## config.mk

```make
export PLATFORM = sky130hd
export DESIGN_NAME = lpc_analysis_filt
export DESIGN_NICKNAME = d
export VERILOG_FILES = /design/src/rtl/lpc_analysis_filt.sv
export SDC_FILE = /design/constraint.sdc
export NUM_CORES = 2
export LEC_CHECK = 0
export ABC_AREA = 1
export BUFFER_PORTS_ARGS = -buffer_cell sky130_fd_sc_hd__buf_2
export CAP_MARGIN = 10
export CORE_UTILIZATION = 50
export DETAILED_ROUTE_END_ITERATION = 8
export MAX_ROUTING_LAYER = met4
export PLACE_DENSITY = 0.68
export SYNTH_ARGS = -nofsm -noshare
export SYNTH_HDL_FRONTEND = slang
export SYNTH_SLANG_ARGS = --single-unit
export TNS_END_PERCENT = 10
```

## constraint.sdc

```tcl
create_clock -name clk -period 21.2 [get_ports clk]
set_input_delay 0 -clock clk [delete_from_list [all_inputs] [get_ports clk]]
set_output_delay 0 -clock clk [all_outputs]
set_load 0.005 [all_outputs]
```

## src/rtl/lpc_analysis_filt.sv

```systemverilog
// LPC analysis (prediction-error) filter: e[n] = x[n] - sum A_k*x[n-k], k=1..10, one MAC per cycle.
// Optional output saturation is enabled by defining LPC_ANALYSIS_SAT_EN.
module lpc_analysis_filt #(
   parameter int ACC_W = 36,
   parameter int FRAC  = 15
) (
   input  logic               clk,
   input  logic               rst,
   input  logic               v,
   input  logic signed [15:0] x,
   input  logic signed [15:0] A0,
   input  logic signed [15:0] A1,
   input  logic signed [15:0] A2,
   input  logic signed [15:0] A3,
   input  logic signed [15:0] A4,
   input  logic signed [15:0] A5,
   input  logic signed [15:0] A6,
   input  logic signed [15:0] A7,
   input  logic signed [15:0] A8,
   input  logic signed [15:0] A9,
   input  logic signed [15:0] A10,
   output logic               rdy,
   output logic signed [15:0] y,
   output logic               vout
);

   typedef enum logic [1:0] {S_IDLE, S_MAC, S_DONE} state_t;

   state_t                   r_state;
   state_t                   w_nextState;
   logic                     w_accept;
   logic [3:0]               r_k;
   logic signed [ACC_W-1:0]  r_acc;
   logic signed [15:0]       r_x0;
   logic signed [15:0]       r_hist [1:10];
   logic signed [15:0]       r_coef [1:10];
   logic signed [15:0]       r_y;
   logic                     r_vout;
   logic signed [15:0]       w_coefK;
   logic signed [15:0]       w_histK;
   logic signed [31:0]       w_prod;
   logic signed [15:0]       w_result;
   logic                     w_unusedA0;

   // A0 exists only for port parity with the synthesis filter
   assign w_unusedA0 = ^A0;

   always_ff @(posedge clk or negedge rst) begin
      if (!rst) r_state <= S_IDLE;
      else      r_state <= w_nextState;
   end

   always_comb begin
      w_nextState = r_state;
      w_accept    = 1'b0;
      rdy         = 1'b0;
      case (r_state)
         S_IDLE: begin
            rdy = 1'b1;
            if (v) begin
               w_accept    = 1'b1;
               w_nextState = S_MAC;
            end
         end
         S_MAC:   if (r_k == 4'd10) w_nextState = S_DONE;
         S_DONE:  w_nextState = S_IDLE;
         default: w_nextState = S_IDLE;
      endcase
   end

   always_comb begin
      w_coefK = '0;
      w_histK = '0;
      for (int i = 1; i <= 10; i++) begin
         if (r_k == 4'(i)) begin
            w_coefK = r_coef[i];
            w_histK = r_hist[i];
         end
      end
   end

   assign w_prod = 32'(w_coefK) * 32'(w_histK);

`ifdef LPC_ANALYSIS_SAT_EN
   localparam logic signed [ACC_W-1:0] SAT_HI = ACC_W'(32'sd32767);
   localparam logic signed [ACC_W-1:0] SAT_LO = ACC_W'(-32'sd32768);
   logic signed [ACC_W-1:0] w_shift;
   assign w_shift = r_acc >>> FRAC;
   always_comb begin
      if (w_shift > SAT_HI)      w_result = 16'sh7FFF;
      else if (w_shift < SAT_LO) w_result = 16'sh8000;
      else                       w_result = w_shift[15:0];
   end
`else
   assign w_result = r_acc[FRAC+15:FRAC];
`endif

   // Coefficients are banked on accept so upstream may update them mid-computation
   always_ff @(posedge clk or negedge rst) begin
      if (!rst) begin
         r_k    <= '0;
         r_acc  <= '0;
         r_x0   <= '0;
         r_y    <= '0;
         r_vout <= 1'b0;
         for (int i = 1; i <= 10; i++) begin
            r_hist[i] <= '0;
            r_coef[i] <= '0;
         end
      end else begin
         r_vout <= (r_state == S_DONE);
         if (w_accept) begin
            r_x0      <= x;
            r_acc     <= ACC_W'(x) <<< FRAC;
            r_k       <= 4'd1;
            r_coef[1] <= A1;
            r_coef[2] <= A2;
            r_coef[3] <= A3;
            r_coef[4] <= A4;
            r_coef[5] <= A5;
            r_coef[6] <= A6;
            r_coef[7] <= A7;
            r_coef[8] <= A8;
            r_coef[9] <= A9;
            r_coef[10] <= A10;
         end else if (r_state == S_MAC) begin
            r_acc <= r_acc - ACC_W'(w_prod);
            r_k   <= r_k + 4'd1;
         end else if (r_state == S_DONE) begin
            r_y <= w_result;
            for (int i = 10; i >= 2; i--) r_hist[i] <= r_hist[i-1];
            r_hist[1] <= r_x0;
         end
      end
   end

   assign y    = r_y;
   assign vout = r_vout;

endmodule

```

==> results.sh <==
export IMPL_status="finished with violations"
export IMPL_violations="negative hold slack"
export IMPL_period_needed_ps=10400
export IMPL_relSlewSlack=0.1480
export IMPL_grt_remaining_overflow=0
export IMPL_cp_required_ps=21700
export IMPL_cts_buffers=44
export IMPL_drc=0
export IMPL_syn_area_um2=28390
export IMPL_placed_cell_area_um2=29930
export IMPL_postSynthCellCount=3440
export IMPL_startpoint_type="flip-flop"
export IMPL_dp_hpwl_mm=56.87
export IMPL_ioPinCount=213
export IMPL_dr_pass1_iters=5
export IMPL_final_common_cell="nand2_1"
export IMPL_cts_resized=0
export IMPL_yosysUniqueCellTypes=56
export IMPL_via_per_inst=5.350
export IMPL_clock_sinks=390
export IMPL_slowest_stage="nand3_2"
export IMPL_setup_viol=0
export IMPL_cts_tree="done"
export IMPL_grt_pass1_wl_mm=132.0
export IMPL_fmax_mhz=96.14
export IMPL_critPathMaxStageDelay_ps=830
export IMPL_die_h_um=240.3
export IMPL_vias=24220
export IMPL_dieArea_um2=57750
export IMPL_htree_levels=2
export IMPL_period_share=0.4906
export IMPL_final_antenna_net_count=0
export IMPL_drv_cap=0
export IMPL_drive_gt1_frac=0.09510
export IMPL_grt_max_degree=147
export IMPL_fp_dieW_um=240.3
export IMPL_avgSynthCellArea_um2=8.254
export IMPL_cts_root_buffer="clkbuf_16"
export IMPL_area_delta_synth_final_pct=16.86
export IMPL_crit_top_cell="fa_1"
export IMPL_hp_class="input port to asynchronous set/reset pin"
export IMPL_layout_common_cells="1050 x nand2_1, 602 x inv_1, 390 x dfrtp_1"
export IMPL_final_nets=4321
export IMPL_wire_per_inst_um=18.23
export IMPL_yosysWarnings=0
export IMPL_criticalPathCategory="flip-flop to flip-flop"
export IMPL_synth_nets=4020
export IMPL_drv_slew=0
export IMPL_whs_ps=-14.09
export IMPL_cts_setup_buffers=0
export IMPL_wirelength_mm=82.52
export IMPL_tns_ps=0
export IMPL_rows=86
export IMPL_rsz0062_at_grt="false"
export IMPL_grt_use_total=0.3080
export IMPL_numPortBuffers=196
export IMPL_ys_seq_elements=390
export IMPL_antenna_found_initial=2
export IMPL_stdcell_area_um2=33180
export IMPL_drtIter0Drc=2287
export IMPL_worstPathArrival_ps=10900
export IMPL_start_util=0.5104
export IMPL_final_hold_viol_count=7
export IMPL_critical_path_peak_fanout=26
export IMPL_fin_skew_ps=25.87
export IMPL_grt_pass1_vias=24130
export IMPL_end_kind="flip-flop"
export IMPL_clk_path_buf_depth=3
export IMPL_synth_seq_area_share=0.3437
export IMPL_cts_clk_slew_worst_paths_ps=60
export IMPL_gp_congestion=0.9467
export IMPL_fp_coreArea_um2=55630
export IMPL_clkLatencyLatePin_ps=600
export IMPL_tightest_slew_ps=1278
==> area by class of cell <==
type | instances | area (um2)
Clock inverter | 10 | 157.7
Inverter | 618 | 2326
Antenna cell | 3 | 7.507
Sequential cell | 390 | 9759
Multi-Input combinational cell | 2276 | 15620
Clock buffer | 70 | 1319
Fill cell | 4842 | 22450
Timing Repair Buffer | 411 | 3060
Tap cell | 748 | 935.9
==> metal layers <==
| layer | GRT usage | part of all wire |
|---|---|---|
| met2 | 0.4716 | 0.46 |
| met4 | 0.1220 | 0.042 |
| met3 | 0.03800 | 0.075 |
| met5 | - | 0 |
| met1 | 0.4189 | 0.43 |
==> sequential cells by signal, indices dropped and copies added (netlist names) <==
signal and count:
r_acc 31, r_coef 160, r_hist 160, r_k 4
r_state 2, r_x0 16, vout 1, y 16
==> logic make-up after synthesis <==
group | after synthesis | share of synthesized area
compound gates | 530 | 0.1078
fa+ha+maj | 385 | 0.2463
flops | 390 | 0.3437
xor+xnor | 31 | 0.009562
buf+inv | 774 | 0.1069
simple gates | 1330 | 0.1857
==> final timing paths <==
path | start | to | slack, ps | cells after the start
hold reg to reg | r_hist[91] | r_hist[75] | 480 | 2
setup / recovery | r_k[2] | r_acc[28] | 10800 | 33
setup reg to reg | r_k[2] | r_acc[28] | 10800 | 33
hold / removal | rst | r_coef[121] | -10 | 2
min in group clk | A3[5] | r_coef[117] | 130 | 4
max in group asynchronous | rst | r_acc[2] | 19030 | 4
==> what timing repair did <==
item                                    4_1_cts  5_1_grt
hold buffers                                177        0
endpoints found under the setup margin        0        0
endpoints found under the hold margin       292        0
==> synthesized netlist by cell type, drive strengths merged <==
cell / n / area, um2
nand2: 1062 / 4034
inv: 615 / 2308
dfrtp: 390 / 9759
o21ai: 320 / 1635
fa: 290 / 5806
nor2: 173 / 669.4
clkbuf: 101 / 379.1
ha: 95 / 1189
a21oi: 83 / 419.2
nand3: 57 / 317.8
buf: 55 / 337.8
o211ai: 36 / 270.3
o221ai: 20 / 175.2
nand4: 18 / 127.6
xor2: 16 / 140.1
xnor2: 15 / 131.4
o22ai: 11 / 68.82
or2: 11 / 68.82
a221oi: 9 / 78.83
a22oi: 8 / 75.08
a31oi: 8 / 50.05
o2111ai: 8 / 70.07
o21a: 7 / 52.55
o21bai: 4 / 30.03
a311oi: 3 / 26.28
and3: 3 / 18.77
clkinv: 3 / 11.26
nor3: 3 / 15.01
o31ai: 3 / 22.52
a211o: 2 / 17.52
a211oi: 2 / 15.01
nand3b: 2 / 15.01
a21boi: 1 / 7.510
a221o: 1 / 10.01
a22o: 1 / 8.760
a32o: 1 / 10.01
a41oi: 1 / 8.760
nor4: 1 / 6.260
o311ai: 1 / 8.760
==> metrics by stage <==
step	setup WS [ps]	util	instances
after floorplan	13800	-	3440
final	10800	0.5965	4526
after CTS	11040	0.5963	4523
after detailed placement	11130	0.5379	4266
after global placement	11210	0.5379	4266
after global routing	10360	0.5964	4525
==> critical path: cells and delay by family (launching register included) <==
family | cells | cell delay [ps]
fa+ha+maj | 7 | 3400
flops | 1 | 490
simple gates | 10 | 2530
buf+inv | 4 | 500
compound gates | 12 | 3370
Power is not shown: default switching activity piles up to over one toggle a cycle in this logic, so the estimate is an artifact.
